**src/rtl/mem_port_arbiter.sv**
```systemverilog
// Round-robin burst arbiter sharing one memory port between a read master and a write master.
// Whole bursts are granted; addresses increment per beat and each burst ends with a one-cycle GAP.
module mem_port_arbiter #(
   parameter int ADDR_W    = 32,
   parameter int DATA_W    = 32,
   parameter int LEN_W     = 5,
   parameter int ADDR_STEP = 4
) (
   input  logic              HCLK,
   input  logic              HRESET,
   input  logic              rd_req,
   input  logic [ADDR_W-1:0] rd_addr,
   input  logic [LEN_W-1:0]  rd_len,
   output logic              rd_gnt,
   output logic [DATA_W-1:0] rd_data,
   output logic              rd_valid,
   output logic              rd_done,
   input  logic              wr_req,
   input  logic [ADDR_W-1:0] wr_addr,
   input  logic [LEN_W-1:0]  wr_len,
   input  logic [DATA_W-1:0] wr_data,
   output logic              wr_ready,
   output logic              wr_done,
   output logic [ADDR_W-1:0] mem_addr,
   output logic              mem_read_flag,
   output logic              mem_write_flag,
   output logic [DATA_W-1:0] mem_wdata,
   input  logic [DATA_W-1:0] mem_rdata,
   output logic [1:0]        o_owner,
   output logic              o_busy
);

   typedef enum logic [1:0] {IDLE, RD_BURST, WR_BURST, GAP} state_t;

   localparam logic [LEN_W-1:0]  LEN_ONE = LEN_W'(1);
   localparam logic [ADDR_W-1:0] STEP    = ADDR_W'(ADDR_STEP);

   state_t            state;
   logic [ADDR_W-1:0] addr_q;
   logic [LEN_W-1:0]  beats_q;
   logic [LEN_W-1:0]  beat_cnt;
   logic [1:0]        owner_q;
   logic              last_wr;
   logic              last_beat;

   assign last_beat = (beat_cnt + LEN_ONE) == beats_q;

   always_ff @(posedge HCLK) begin
      if (HRESET) begin
         state    <= IDLE;
         addr_q   <= '0;
         beats_q  <= '0;
         beat_cnt <= '0;
         owner_q  <= '0;
         last_wr  <= 1'b1;
         rd_data  <= '0;
         rd_valid <= 1'b0;
         rd_done  <= 1'b0;
         wr_done  <= 1'b0;
      end else begin
         rd_valid <= 1'b0;
         rd_done  <= 1'b0;
         wr_done  <= 1'b0;
         case (state)
            IDLE: begin
               // read wins a tie only when the write side was served last
               if (rd_req && (!wr_req || last_wr)) begin
                  state    <= RD_BURST;
                  owner_q  <= 2'b01;
                  last_wr  <= 1'b0;
                  addr_q   <= rd_addr;
                  beats_q  <= (rd_len == '0) ? LEN_ONE : rd_len;
                  beat_cnt <= '0;
               end else if (wr_req) begin
                  state    <= WR_BURST;
                  owner_q  <= 2'b10;
                  last_wr  <= 1'b1;
                  addr_q   <= wr_addr;
                  beats_q  <= (wr_len == '0) ? LEN_ONE : wr_len;
                  beat_cnt <= '0;
               end
            end
            RD_BURST: begin
               rd_data  <= mem_rdata;
               rd_valid <= 1'b1;
               addr_q   <= addr_q + STEP;
               beat_cnt <= beat_cnt + LEN_ONE;
               if (last_beat) begin
                  state   <= GAP;
                  rd_done <= 1'b1;
               end
            end
            WR_BURST: begin
               addr_q   <= addr_q + STEP;
               beat_cnt <= beat_cnt + LEN_ONE;
               if (last_beat) begin
                  state   <= GAP;
                  wr_done <= 1'b1;
               end
            end
            GAP: begin
               state   <= IDLE;
               owner_q <= '0;
            end
            default: state <= IDLE;
         endcase
      end
   end

   assign mem_read_flag  = (state == RD_BURST);
   assign mem_write_flag = (state == WR_BURST);
   assign wr_ready       = mem_write_flag;
   assign mem_addr       = (mem_read_flag || mem_write_flag) ? addr_q : '0;
   assign mem_wdata      = mem_write_flag ? wr_data : '0;
   assign o_owner        = owner_q;
   assign rd_gnt         = owner_q[0];
   assign o_busy         = (state != IDLE);

endmodule

```
**config.mk**
```make
export PLATFORM = sky130hd
export DESIGN_NAME = mem_port_arbiter
export DESIGN_NICKNAME = d
export VERILOG_FILES = /design/src/rtl/mem_port_arbiter.sv
export SDC_FILE = /design/constraint.sdc
export NUM_CORES = 1
export LEC_CHECK = 0
export BUFFER_PORTS_ARGS = -buffer_cell sky130_fd_sc_hd__clkbuf_2
export CAP_MARGIN = 25
export CORE_MARGIN = 1
export CORE_UTILIZATION = 40
export DETAILED_ROUTE_END_ITERATION = 10
export GPL_TIMING_DRIVEN = 0
export PLACE_DENSITY = 0.72
export RECOVER_POWER = 100
export SLEW_MARGIN = 20
export SYNTH_ARGS = -nofsm -noshare
export SYNTH_HDL_FRONTEND = slang
export SYNTH_SLANG_ARGS = --single-unit
export TNS_END_PERCENT = 1
```
**constraint.sdc**
```tcl
create_clock -name HCLK -period 2.55 [get_ports HCLK]
set_clock_uncertainty 0.15 [all_clocks]
set_input_delay 0.3825 -clock HCLK [delete_from_list [all_inputs] [get_ports HCLK]]
set_output_delay 0.3825 -clock HCLK [all_outputs]
set_load 0.1 [all_outputs]
```
# Word level (Yosys, flattened, before mapping)

Index checks and enable logic that the tools add are counted.

Reduce and logical (&&, ||, !) cells: 18
Muxes and demuxes: 21
Bitwise gates (word level): 2
Equal/unequal tests: 6
Add/sub/neg operators: 2

Operators with widths:

| operator                                             | count |
|---|---|
| 2-to-1 mux 32 bit                                    | 4 |
| one-hot mux 32 bit (2 select lines)                  | 1 |
| adder 32 x 3 -> 32 bit (second input constant)       | 1 |
| 2-to-1 mux 5 bit                                     | 6 |
| logical NOT 5 bit                                    | 2 |
| one-hot mux 5 bit (2 select lines)                   | 1 |
| AND reduction 2 bit                                  | 4 |
| nonzero test 2 bit                                   | 4 |
| 2-to-1 mux 2 bit                                     | 3 |
| one-hot mux 2 bit (3 select lines)                   | 1 |
| OR reduction 2 bit                                   | 3 |
| adder 5 x 1 -> 5 bit (second input constant)         | 1 |
| equality test 5 bit                                  | 1 |
| equality test 2 bit (second input constant)          | 2 |
| 2-to-1 mux 1 bit                                     | 4 |
| one-hot mux 2 bit (2 select lines)                   | 1 |
| != test 3 bit (second input constant)                | 1 |
| equality test 2 x 1 -> 1 bit (second input constant) | 1 |
| logical NOT 2 bit                                    | 1 |
| logical OR 1 bit                                     | 2 |
| != test 2 x 1 -> 1 bit (second input constant)       | 1 |
| inverter 1 bit                                       | 2 |
| logical AND 1 bit                                    | 1 |
| logical NOT 1 bit                                    | 1 |

Input port bits: 142
Word-level logic and storage cells: 59
Output and inout port bits: 106
Register bits: 82

# Depth between registers and ports, before layout

Depth after elaboration: 5
Gate-level depth with buffers: 9
Depth with buffers taken out: 7

# Least setup slack after synthesis

No wires, ideal clock.

Kind: reg-to-output
Start point: register state[0]
End point: output mem_addr[11]
Slack: -517 ps
Required time: 2017 ps
Stages on the path, launching flop included: 7
Buffers on the path: 2
Data arrival time: 2534 ps
Path through: dfxtp_1 inv_1 ha_1 inv_1 clkbuf_1 buf_1 nor2_1

Cells in the longest elaborated chain, start to end: 3
Elaborated cells on any way between the ends: 4
Those cells by class: eq/ne: 2; mux: 1; reduce/logical: 1

RTL lines:

| element                                                             | RTL line | source |
|---|---|---|
| from (decl)                                                         | 38       | `state_t state;` |
| from (signal assigned)                                              | 50       | `state <= IDLE;` |
| from (signal assigned)                                              | 68       | `state <= RD_BURST;` |
| from (signal assigned)                                              | 75       | `state <= WR_BURST;` |
| equality test 2 x 1 -> 1 bit or equality test 2 bit (tied branches) | 110, 111 |  |
| logical OR 1 bit *                                                  | 113      | `assign mem_addr = (mem_read_flag \|\| mem_write_flag) ? addr_q : '0;` |
| 2-to-1 mux 32 bit *                                                 | 113      |  |
| to (decl)                                                           | 24       | `output logic [ADDR_W-1:0] mem_addr,` |

Every way passes the cells marked *; elsewhere a longest branch is shown, timed or not.

# Worst setup path in the final report

Start point: register state[1]
End point: output mem_addr[4]

The elaborated chain is that of the path after synthesis.

==> results_dict.tcl <==
set metrics [dict create \
    outcome "finished clean" \
    worst_slew_pin_slew_ps 1197 \
    synth_cells 601 \
    gp_congestion 0.8827 \
    fin_crit_sh_pct 97.87 \
    routed_wl_um 16920 \
    cap_violations 0 \
    io_pins 248 \
    nNetsFinal 1008 \
    min_period_ps 2496 \
    r2r_cells 9 \
    clkSinkCount 82 \
    synth-async-reset-ratio_pct 0 \
    slew_headroom_pct 20.53 \
    io_buffers 246 \
    yosysWarnings 0 \
    slew_viol_final 0 \
    hold_slack_ps 129.6 \
    setup_viol 0 \
    cts_tree "built" \
    instances_no_fill 1007 \
    rsz0062_at_grt "true" \
    clkLatencyLatePin_ps 340 \
    avgRoutedWirePerCell_um 16.80 \
    endpoint_kind "output pin" \
    nFillCells 1105 \
    cts.htree.levels 3 \
    fin_util_pct 60.50 \
    min_to "rd_data[14]" \
    yosysUniqueCellTypes 60 \
    grtUsageTotal_pct 25.95 \
    cts_hold_buf 0 \
    r2r-start "state[1]" \
    path_class "register to output pin" \
    hpwl_um 12740 \
    fin_ws_ps 54.24 \
    die_w_um 112.4 \
    floorplan.initialDensity_pct 41.83 \
    ys.flop_type "dfxtp_1" \
    hold_path_depth 3 \
    dieArea_um2 12640 \
    drive_above_1_share_pct 34.61 \
    cts_max_path_buffers 2 \
    worstHoldStart "mem_rdata[14]" \
    numCtsBuffers 9 \
    avgSynthCellArea_um2 8.117 \
    syn_area_um2 4878 \
    ys_seq_area_share_pct 33.65 \
    antenna_found_initial 0 \
    p_leak_nw 3.111 \
    path_clk_slew_ps 70 \
    synth_nets 750 \
    synth_top_area_share_pct 33.65 \
    drt_pre_antenna_iters 6 \
    path_cells "inv_2 -> ha_4 -> clkbuf_8 -> clkbuf_8 -> clkbuf_8 -> and2_1 -> buf_12" \
    grt_pass1_wl_um 25780 \
    arrival_ps 1960 \
    start_kind "register" \
    core_um2 11660 \
    hold_class "primary input to register" \
    p_per_area_nw_per_um2 1356 \
    r2r_setup_slack_ps 230 \
    drtIter0Drc 418 \
    critical_path_required_ps 2020 \
    max_stage_delay_ps 370 \
    num_rows 39 \
    fmax_mhz 400.7 \
    synth_common_cells "dfxtp_1, nor2_1, and2_1" \
    grt_pass1_vias 5091 \
    area_growth_pct 44.63 \
    dp_slack_ps -865.8 \
    drc 0 \
    ant_nets 0 \
    chipHeight_um 112.4 \
    via_count 5447 \
    synthTopCellsByArea "dfxtp_1, mux2i_1, and2_1" \
    hold_viol_final 0 \
    ys_ff_latch 82 \
    synth.most_common_cell "dfxtp_1" \
    grt_max_degree 16 \
    critPathMostFrequentCell "clkbuf_8" \
    synth_edf_count 0 \
    place_inst 990 \
    vdd_drop_max_mv 0.7746 \
    cts-root-buf "clkbuf_16" \
    fin_setup_tns_ps 0 \
    synth_top_area_cell "dfxtp_1" \
    rr_endpoint "addr_q[2]" \
    crit_fanout 10 \
    via_per_inst 5.409 \
    crit_slowest_cell "dfxtp_2" \
    grt_overflow 0 \
    diodes 0 \
]
==> state kept, by name, summed over array words and instances, names as in the netlist <==
signal and count:
o_owner 2, rd_data 32, wr_done 1, rd_valid 1, rd_done 1, beats_q 5
addr_q 32, beat_cnt 5, last_wr 1, state 2
==> logic make-up after synthesis <==
kind of cell    after synthesis  share of synthesized area (%)
buf+inv                      54                          4.745
compound gates              115                          14.85
flops                        82                          33.65
mux                          68                          14.57
simple gates                271                          29.67
fa+ha+maj                     7                          1.795
xor+xnor                      4                         0.7183
==> per-stage QoR <==
step	power [W]	instance area [um^2]
floorplan	0.006539	4891
global placement	0.007718	6301
detailed placement	0.007744	6301
CTS	0.009383	6973
global route	0.01000	7056
finish	0.009567	7056
==> power breakdown <==
group,switching [W],internal (W)
Sequential,0.000372,0.00164
Clock,0.000557,0.000669
Combinational,0.00456,0.00176
==> worst max-delay path by stage <==
stage	from	endpoint	slack, ps	cells after the start
detailed placement	state[0]	mem_addr[0]	-870	7
global route	state[1]	mem_addr[4]	-20	7
global placement	state[0]	mem_addr[0]	-900	7
floorplan	state[0]	mem_addr[10]	-300	6
CTS	state[0]	mem_wdata[8]	2	5
finish	state[1]	mem_addr[4]	50	7
==> worst max-delay path, delay by kind of cell (launching register included) <==
| family | cells | cell delay (ps) |
|---|---|---|
| buffers and inverters | 5 | 780 |
| DFF | 1 | 370 |
| adders and majority gates | 1 | 280 |
| and+or+nand+nor | 1 | 190 |
==> per-layer routing <==
| layer | vias up | share of wire (%) | track usage, % |
|---|---|---|---|
| li1 | 2644 | - | - |
| met1 | 2492 | 42 | 32.29 |
| met2 | 298 | 48 | 44.80 |
| met3 | 13 | 8.9 | 6.641 |
| met4 | 0 | 0.92 | 6.311 |
| met5 | - | 0 | 0 |
==> layout by cell type, fill, tap and decap left out, drive strengths merged, types with 3 or more instances in the layout <==
cell type	n
inv	13
o211ai	7
a22oi	14
nor2b	3
nand2b	3
nor4	5
nor3	15
o22ai	4
and2	64
ha	7
mux2	24
nor2	73
and3	5
a21oi	30
a211oi	3
buf	33
dfxtp	82
xor2	3
mux2i	44
o21ai	34
or4	3
a31oi	3
clkinvlp	3
nor3b	3
a221oi	3
clkbuf	267
nand4	12
a311oi	5
nand2	52
nand3	21
==> cell type report <==
type / instances / area [um^2] / area share (%)
Clock inverter: 6 / 48.80 / 0.6916
Tap cell: 143 / 178.9 / 2.536
Inverter: 11 / 41.29 / 0.5852
Timing Repair Buffer: 247 / 1607 / 22.77
Buffer: 43 / 241.5 / 3.423
Clock buffer: 10 / 229.0 / 3.245
Sequential cell: 82 / 1644 / 23.30
Multi-Input combinational cell: 465 / 3065 / 43.45
==> repair_timing <==
item / 4_1_cts / 5_1_grt
setup endpoints to repair: 54 / 66
gates resized for setup: 94 / 64
setup buffers: 1 / 0
pin swaps: 1 / 0
Note: power is estimated with default switching activity, not from simulation.
